**src/rtl/vga_pkg.sv**
```systemverilog
// Shared 640x480 timing constants, lock-state encoding and checksum step for the VGA receiver.
package vga_pkg;

    localparam int VGA_H_VISIBLE = 640;
    localparam int VGA_H_FRONT   = 16;
    localparam int VGA_H_SYNC    = 96;
    localparam int VGA_H_BACK    = 48;
    localparam int VGA_V_VISIBLE = 480;
    localparam int VGA_V_FRONT   = 10;
    localparam int VGA_V_SYNC    = 2;
    localparam int VGA_V_BACK    = 33;

    localparam int WHOLE_LINE  = VGA_H_VISIBLE + VGA_H_FRONT + VGA_H_SYNC + VGA_H_BACK;
    localparam int WHOLE_FRAME = VGA_V_VISIBLE + VGA_V_FRONT + VGA_V_SYNC + VGA_V_BACK;

    // Wide enough for twice the longest period plus one saturation step.
    localparam int CNT_W = 12;

    typedef enum logic [1:0] {
        SEARCH,
        TRACK,
        LOCKED
    } lock_state_t;

    function automatic logic [15:0] cs_step(input logic [15:0] cs, input logic [11:0] rgb);
        return {cs[14:0], cs[15]} ^ {4'b0000, rgb};
    endfunction

endpackage

```
**src/rtl/sync_edge_meter.sv**
```systemverilog
// Falling-edge detector with period, low-width and timeout measurement counted in enable ticks.
module sync_edge_meter
    import vga_pkg::*;
#(
    parameter int LIMIT = 2 * WHOLE_LINE
) (
    input  logic             clk,
    input  logic             rst,
    input  logic             sig_staged,
    input  logic             sig_in,
    input  logic             en,
    output logic             fall,
    output logic [CNT_W-1:0] period,
    output logic [CNT_W-1:0] width,
    output logic             timeout
);

    logic [CNT_W-1:0] period_reg;
    logic [CNT_W-1:0] width_cnt_reg;
    logic [CNT_W-1:0] width_reg;
    logic             rise;
    logic [CNT_W-1:0] en_tick;

    assign fall    = sig_staged & ~sig_in;
    assign rise    = ~sig_staged & sig_in;
    assign en_tick = {{(CNT_W-1){1'b0}}, en};
    assign period  = period_reg;
    assign width   = width_reg;
    // One pulse per stall: the counter steps past LIMIT once and then holds.
    assign timeout = ~fall & en & (period_reg == CNT_W'(LIMIT));

    always_ff @(posedge clk) begin
        if (rst) begin
            period_reg    <= '0;
            width_cnt_reg <= '0;
            width_reg     <= '0;
        end else begin
            if (fall) begin
                period_reg    <= en_tick;
                width_cnt_reg <= en_tick;
            end else begin
                if (en && (period_reg <= CNT_W'(LIMIT)))
                    period_reg <= period_reg + 1'b1;
                if (en && !sig_in)
                    width_cnt_reg <= width_cnt_reg + 1'b1;
            end
            if (rise)
                width_reg <= width_cnt_reg;
        end
    end

endmodule

```
**src/rtl/vga_timing_receiver.sv**
```systemverilog
// VGA sink: stages sync/colour, recovers x/y, checks line/frame timing and tracks lock.
// Optional frame checksum is built only when FRAME_CHECKSUM_EN is defined.
module vga_timing_receiver
    import vga_pkg::*;
#(
    parameter int H_VISIBLE = VGA_H_VISIBLE,
    parameter int H_FRONT   = VGA_H_FRONT,
    parameter int H_SYNC    = VGA_H_SYNC,
    parameter int H_BACK    = VGA_H_BACK,
    parameter int V_VISIBLE = VGA_V_VISIBLE,
    parameter int V_FRONT   = VGA_V_FRONT,
    parameter int V_SYNC    = VGA_V_SYNC,
    parameter int V_BACK    = VGA_V_BACK
) (
    input  logic        clk,
    input  logic        rst,
    input  logic        hsync,
    input  logic        vsync,
    input  logic [3:0]  r_in,
    input  logic [3:0]  g_in,
    input  logic [3:0]  b_in,
    output logic [9:0]  position_x,
    output logic [8:0]  position_y,
    output logic        visible,
    output logic [3:0]  r_out,
    output logic [3:0]  g_out,
    output logic [3:0]  b_out,
    output logic        locked,
    output logic [15:0] frame_count,
    output logic [7:0]  error_count,
    output logic [15:0] frame_checksum,
    output logic        checksum_valid
);

    localparam int LINE_LEN  = H_VISIBLE + H_FRONT + H_SYNC + H_BACK;
    localparam int FRAME_LEN = V_VISIBLE + V_FRONT + V_SYNC + V_BACK;

    logic             hs_reg, vs_reg;
    logic [11:0]      rgb_reg;
    logic [9:0]       x_reg, x_next;
    logic [9:0]       y_reg, y_next;
    logic             x_wrap;
    lock_state_t      state_reg, state_next;
    logic             lines_ok_reg, lines_ok_next;
    logic [15:0]      frame_count_reg;
    logic [7:0]       error_count_reg;
    logic             hfall, vfall, h_timeout, v_timeout;
    logic [CNT_W-1:0] h_period, h_width, v_period, v_width;
    logic             line_good, frame_good, bad_line, bad_frame, timeout, err_event;

    sync_edge_meter #(.LIMIT(2 * LINE_LEN)) u_hmeter (
        .clk        (clk),
        .rst        (rst),
        .sig_staged (hs_reg),
        .sig_in     (hsync),
        .en         (1'b1),
        .fall       (hfall),
        .period     (h_period),
        .width      (h_width),
        .timeout    (h_timeout)
    );

    sync_edge_meter #(.LIMIT(2 * FRAME_LEN)) u_vmeter (
        .clk        (clk),
        .rst        (rst),
        .sig_staged (vs_reg),
        .sig_in     (vsync),
        .en         (x_wrap),
        .fall       (vfall),
        .period     (v_period),
        .width      (v_width),
        .timeout    (v_timeout)
    );

    assign line_good  = (h_period == CNT_W'(LINE_LEN)) && (h_width == CNT_W'(H_SYNC));
    assign frame_good = (v_period == CNT_W'(FRAME_LEN)) && (v_width == CNT_W'(V_SYNC));
    assign bad_line   = hfall & ~line_good;
    assign bad_frame  = vfall & ~frame_good;
    assign timeout    = h_timeout | v_timeout;

    // Position of the staged sample; a sync fall re-anchors the counter.
    always_comb begin
        x_wrap = 1'b0;
        x_next = x_reg + 10'd1;
        y_next = y_reg;
        if (hfall) begin
            x_next = 10'(H_VISIBLE + H_FRONT);
        end else if (x_reg == 10'(LINE_LEN - 1)) begin
            x_next = '0;
            x_wrap = 1'b1;
        end
        if (vfall)
            y_next = 10'(V_VISIBLE + V_FRONT);
        else if (x_wrap)
            y_next = (y_reg == 10'(FRAME_LEN - 1)) ? '0 : y_reg + 10'd1;
    end

    always_comb begin
        state_next    = state_reg;
        lines_ok_next = lines_ok_reg;
        err_event     = 1'b0;
        if (vfall)
            lines_ok_next = 1'b1;
        else if (bad_line)
            lines_ok_next = 1'b0;
        case (state_reg)
            SEARCH: begin
                if (vfall)
                    state_next = TRACK;
            end
            TRACK: begin
                if (timeout)
                    state_next = SEARCH;
                else if (vfall && lines_ok_reg && !bad_line && frame_good)
                    state_next = LOCKED;
            end
            LOCKED: begin
                if (bad_line || bad_frame || timeout) begin
                    state_next = SEARCH;
                    err_event  = 1'b1;
                end
            end
            default: state_next = SEARCH;
        endcase
    end

    always_ff @(posedge clk) begin
        if (rst) begin
            hs_reg          <= 1'b1;
            vs_reg          <= 1'b1;
            rgb_reg         <= '0;
            x_reg           <= '0;
            y_reg           <= '0;
            state_reg       <= SEARCH;
            lines_ok_reg    <= 1'b0;
            frame_count_reg <= '0;
            error_count_reg <= '0;
        end else begin
            hs_reg       <= hsync;
            vs_reg       <= vsync;
            rgb_reg      <= {r_in, g_in, b_in};
            x_reg        <= x_next;
            y_reg        <= y_next;
            state_reg    <= state_next;
            lines_ok_reg <= lines_ok_next;
            if (vfall && state_reg == LOCKED)
                frame_count_reg <= frame_count_reg + 16'd1;
            if (err_event && error_count_reg != 8'hFF)
                error_count_reg <= error_count_reg + 8'd1;
        end
    end

    assign locked      = (state_reg == LOCKED);
    assign visible     = locked && (x_reg < 10'(H_VISIBLE)) && (y_reg < 10'(V_VISIBLE));
    assign position_x  = x_reg;
    assign position_y  = y_reg[8:0];
    assign r_out       = visible ? rgb_reg[11:8] : 4'd0;
    assign g_out       = visible ? rgb_reg[7:4]  : 4'd0;
    assign b_out       = visible ? rgb_reg[3:0]  : 4'd0;
    assign frame_count = frame_count_reg;
    assign error_count = error_count_reg;

`ifdef FRAME_CHECKSUM_EN
    logic [15:0] cs_reg;
    logic [15:0] frame_checksum_reg;
    logic        checksum_valid_reg;

    // The first visible pixel of a frame restarts the running sum from zero.
    always_ff @(posedge clk) begin
        if (rst) begin
            cs_reg             <= '0;
            frame_checksum_reg <= '0;
            checksum_valid_reg <= 1'b0;
        end else begin
            checksum_valid_reg <= 1'b0;
            if (visible)
                cs_reg <= cs_step((x_reg == '0 && y_reg == '0) ? 16'h0000 : cs_reg, rgb_reg);
            if (locked && x_reg == '0 && y_reg == 10'(V_VISIBLE)) begin
                frame_checksum_reg <= cs_reg;
                checksum_valid_reg <= 1'b1;
            end
        end
    end

    assign frame_checksum = frame_checksum_reg;
    assign checksum_valid = checksum_valid_reg;
`else
    assign frame_checksum = '0;
    assign checksum_valid = 1'b0;
`endif

endmodule

```
**config.mk**
```make
export PLATFORM = sky130hd
export DESIGN_NAME = vga_timing_receiver
export DESIGN_NICKNAME = d
export VERILOG_FILES = /design/src/rtl/vga_pkg.sv /design/src/rtl/sync_edge_meter.sv /design/src/rtl/vga_timing_receiver.sv
export SDC_FILE = /design/constraint.sdc
export NUM_CORES = 1
export LEC_CHECK = 0
export CORE_MARGIN = 2
export CORE_UTILIZATION = 39
export DETAILED_ROUTE_END_ITERATION = 7
export PLACE_DENSITY = 0.68
export SETUP_SLACK_MARGIN = 0.15
export SYNTH_ARGS = -nofsm -noshare
export SYNTH_HDL_FRONTEND = slang
export SYNTH_SLANG_ARGS = --single-unit
export TNS_END_PERCENT = 10
```
**constraint.sdc**
```tcl
create_clock -name clk -period 3.1 [get_ports clk]
set_clock_uncertainty 0.1 [all_clocks]
set_input_delay 0.31 -clock clk [delete_from_list [all_inputs] [get_ports clk]]
set_output_delay 0.31 -clock clk [all_outputs]
set_load 0.02 [all_outputs]
```
==> out/results.md <==
| Group | Item | Value |
|---|---|---|
| outcome | Status | complete, no violations |
| die | Die extent in y | 129 um |
| global route | Largest net degree at the start of global routing | 81 |
| hold path | Worst min path class | input pin to flip-flop |
| sta | Worst slew pin tran | 0.819 ns |
| route | Number of optimization iterations in the first detailed-route pass | 4 |
| clock network | Post-CTS Repair Setup Buffers | 0 |
| route | Detailed Route WL | 13.5 mm |
| placement | Final Wtd Congestion | 0.798 |
| clock network | Bufs on Longest Clock Path | 2 |
| worst setup path | List of cells traversed by the critical path | and3_1, and2_1, nor4b_2, buf_4, and2_1, clkdlybuf4s50_1 |
| yosys | Share of synthesized flip-flops with an asynchronous set or reset | 0% |
| sta | Final Hold Viols | 0 |
| die | Initial Utilization | 39.9% |
| clock network | TritonCTS clock tree | built |
| route | Average wire length per cell after detail routing | 13.8 um |
| worst setup path | Category of the most critical setup path | flip-flop to output port |
| worst setup path | CP startpoint kind | flip-flop |
| placement | Number of buffer cells added on primary ports | 72 |
| yosys | Post-synthesis instance area | 6070 um^2 |
| worst setup path | CP dominant cell by count | sky130_fd_sc_hd__and2_1 |
| worst setup path | FF-to-FF setup slack | 0.32 ns |
| yosys | Post-Synth XOR/XNOR Area | 7.80% |
| sta | Final setup fails | 0 |
| yosys | Synthesized instance count | 707 |
| worst setup path | Crit path from | y_reg[7] |
| global route | Overflow left after global routing | 0 |
| yosys | Multiplexer area fraction after synthesis | 1.11% |
| finish | Antenna diode count | 0 |
| sta | Setup repair after global routing missed its margin | true |
| worst setup path | Number of stages on the worst setup path | 6 |
| yosys | Library cell with the highest instance count after synthesis | sky130_fd_sc_hd__dfxtp_1 |
| route | DR iter-0 viols | 315 |
| sta | Share of the cycle needed by the critical path after routing | 90.9% |
| worst setup path | Worst Reg2Reg Path Length in Cells | 6 |
| run | Max-cap violations | 0 |
| route | Vias per std cell | 5.10 |
| worst setup path | Kind of cell adding the most delay to the critical path | buffers and inverters |
| clock network | Number of levels the H-tree was split into | 4 |
| worst setup path | Worst reg2reg endpoint | error_count[3] |
| yosys | Synth Warn # | 0 |
| finish | Synthesis-to-finish area growth | 23.9% |
| clock network | Quantity of gates resized following cts | 0 |
| clock network | CTS sink cnt | 133 |
| yosys | Combinational family with the most area after synthesis | simple AND/OR/NAND/NOR gates |
| power and ir drop | Static Leakage | 0.00275 uW |
| sta | Worst slew margin relative to its limit | 45.4% |
| yosys | Post-synth top area cell | sky130_fd_sc_hd__dfxtp_1 |
| clock network | Clock latency on the worst-skew pair | 0.43 ns |
| yosys | Post-synth top area share | 43.9% |
| worst setup path | Required time worst endpoint | 2.69 ns |
| yosys | Fraction of the yosys area taken by sequential cells | 43.9% |
| sta | Final total negative setup slack | 0 ns |
| yosys | Post-synthesis compound-gate area fraction | 10.7% |
| worst setup path | Slowest stage delay, CP | 0.63 ns |
| yosys | Adder-Cell Fraction of Synth Area | 2.47% |
| yosys | Post-Synthesis Mean Instance Area | 8.58 um^2 |
| worst setup path | Type of element capturing the critical path | output port |
| clock network | Cell at the root of the clock tree | sky130_fd_sc_hd__clkbuf_16 |
| finish | Share of final-layout standard cells stronger than drive strength 1 | 7.62% |
| die | Die area | 16600 um^2 |
| die | Core Area | 15200 um^2 |
| global route | Via count of the first global-routing pass | 4646 |
| finish | Number of flip-flops under the largest register name | 16 |
| yosys | Number of enable flip-flop cells after synthesis | 0 |
| die | Number of placement rows | 45 |
| global route | First-pass GRT wire length | 22.8 mm |
| worst setup path | Buffering stage count on the worst path with inverters included | 2 |
| placement | Detailed placer's ending HPWL | 9.04 mm |
| sta | Clock period minus final worst setup slack | 2.82 ns |
| worst setup path | WP data arrival | 2.41 ns |
| yosys | Number of register bits inferred by synthesis | 133 |
| finish | Final net count | 803 |
| global route | Gr usage total | 17.3% |
| route | DRC | 0 |
| worst setup path | CP Max Fanout | 13 |
| route | Number of vias after detailed routing | 4969 |
| sta | Post-Route Hold Slack | 0.309 ns |
| yosys | Top cells by instance count after synthesis | 133 x sky130_fd_sc_hd__dfxtp_1, 82 x sky130_fd_sc_hd__nand2_1, 79 x sky130_fd_sc_hd__nor2_1, 48 x sky130_fd_sc_hd__a21oi_1, 36 x sky130_fd_sc_hd__xor2_1 |
| global route | Antenna violations before repair | 0 |
| clock network | Cts bufs inserted | 17 |
| route | Count of antenna-violating nets left after detailed routing | 0 |
| power and ir drop | Total power per unit cell area | 545 nW/um^2 |
| sta | Max-slew violations | 0 |
| die | Count of boundary I/O pins | 90 |
| clock network | Reg clk slew, reported paths | 0.06 ns |
| clock network | Number of hold buffers added after cts | 0 |
| worst setup path | Launch instance of the worst register-to-register path | u_hmeter.period[2] |
| yosys | Cell variety after synth | 63 |
| yosys | Prevailing post-synth register cell | sky130_fd_sc_hd__dfxtp_1 |
| sta | Highest Clock Rate | 355 MHz |
| die | Chip Width | 129 um |
| worst setup path | Worst-path cell with the longest stage delay | sky130_fd_sc_hd__clkdlybuf4s50_1 |
| power and ir drop | Worst supply voltage drop on vdd | 0.000415 V |
| worst setup path | Crit path to | b_out[3] |
| yosys | Top area cells in the synthesized netlist | sky130_fd_sc_hd__dfxtp_1 44%, sky130_fd_sc_hd__xor2_1 5.2%, sky130_fd_sc_hd__nand2_1 5.1% |
| yosys | Fraction of the mapped netlist area in simple logic gates | 28.1% |
==> cell type report <==
class                      count  area, um^2
fill                        1412        7690
multi-input combinational    524        3130
sequential                   133        2660
timing repair buffer          85         813
clock buffer                  22         474
tap                          188         235
clock inverter                 9         150
inverter                      14        52.6
==> cell usage in the layout (no fill, tap or decap), types with 21 or more instances in the layout <==
| cell | instances |
|---|---|
| sky130_fd_sc_hd__nor2b_1 | 24 |
| sky130_fd_sc_hd__nor2_1 | 79 |
| sky130_fd_sc_hd__a21oi_1 | 48 |
| sky130_fd_sc_hd__nand4_1 | 23 |
| sky130_fd_sc_hd__and3_1 | 21 |
| sky130_fd_sc_hd__clkdlybuf4s50_1 | 71 |
| sky130_fd_sc_hd__xor2_1 | 36 |
| sky130_fd_sc_hd__nand2_1 | 82 |
| sky130_fd_sc_hd__dfxtp_1 | 133 |
| sky130_fd_sc_hd__nand3_1 | 28 |
==> stage by stage <==
stage	setup WS (ns)	cells	total power, uW	utilization (%)	cell area (um^2)
after floorplan	0.198	723	1950	-	6130
after detailed placement	0.110	944	2000	45.3	6890
final	0.282	975	4100	49.4	7520
after global routing	0.144	975	4250	49.4	7520
after global placement	0.155	944	2000	45.3	6890
after CTS	0.247	975	4140	49.4	7510
==> worst min-delay path by stage <==
stage	from	to	slack (ns)	cells past startpoint
3_5_place_dp	u_hmeter.width[11]	u_hmeter.width[11]	0.35	2
3_3_place_gp	u_hmeter.width[10]	u_hmeter.width[10]	0.34	2
5_1_grt	rst	error_count[6]	0.33	3
2_1_floorplan	u_hmeter.width[4]	u_hmeter.width[4]	0.33	2
4_1_cts	rst	error_count[5]	0.30	4
6_report	rst	error_count[5]	0.31	4
==> where the power goes <==
group          total (uW)  leakage, uW  switching, uW  internal (uW)
Sequential           1760      0.00108           25.9           1740
Combinational         196      0.00137            119           77.0
Clock                2140     0.000302            739           1400
Total                4100      0.00275            884           3210
==> logic make-up (layout without fill, tap and decap cells) <==
kind of cell | Yosys count | in the layout
AND/OR/NAND/NOR | 333 | 333
flip-flops | 133 | 133
AO/OA/AOI/OAI | 102 | 102
buffers and inverters | 66 | 130
XOR/XNOR | 54 | 54
adder cells (fa/ha/maj) | 12 | 12
multiplexers | 6 | 6
other | 1 | 17
==> tightest hold or removal path, cell delays in order <==
cell                       delay (ns)
sky130_fd_sc_hd__buf_2           0.11
sky130_fd_sc_hd__clkinv_1        0.20
sky130_fd_sc_hd__o211ai_1        0.13
sky130_fd_sc_hd__o31ai_1         0.06
==> layer usage <==
| layer | up-vias | global-route usage (%) | part of all wire [%] |
|---|---|---|---|
| li1 | 2540 | - | - |
| met3 | 20 | 5.41 | 5.2 |
| met2 | 106 | 27.2 | 47 |
| met4 | 0 | 6.65 | 1.5 |
| met1 | 2303 | 22.3 | 46 |
| met5 | - | 0 | 0 |
(Power assumes the default switching activity.)
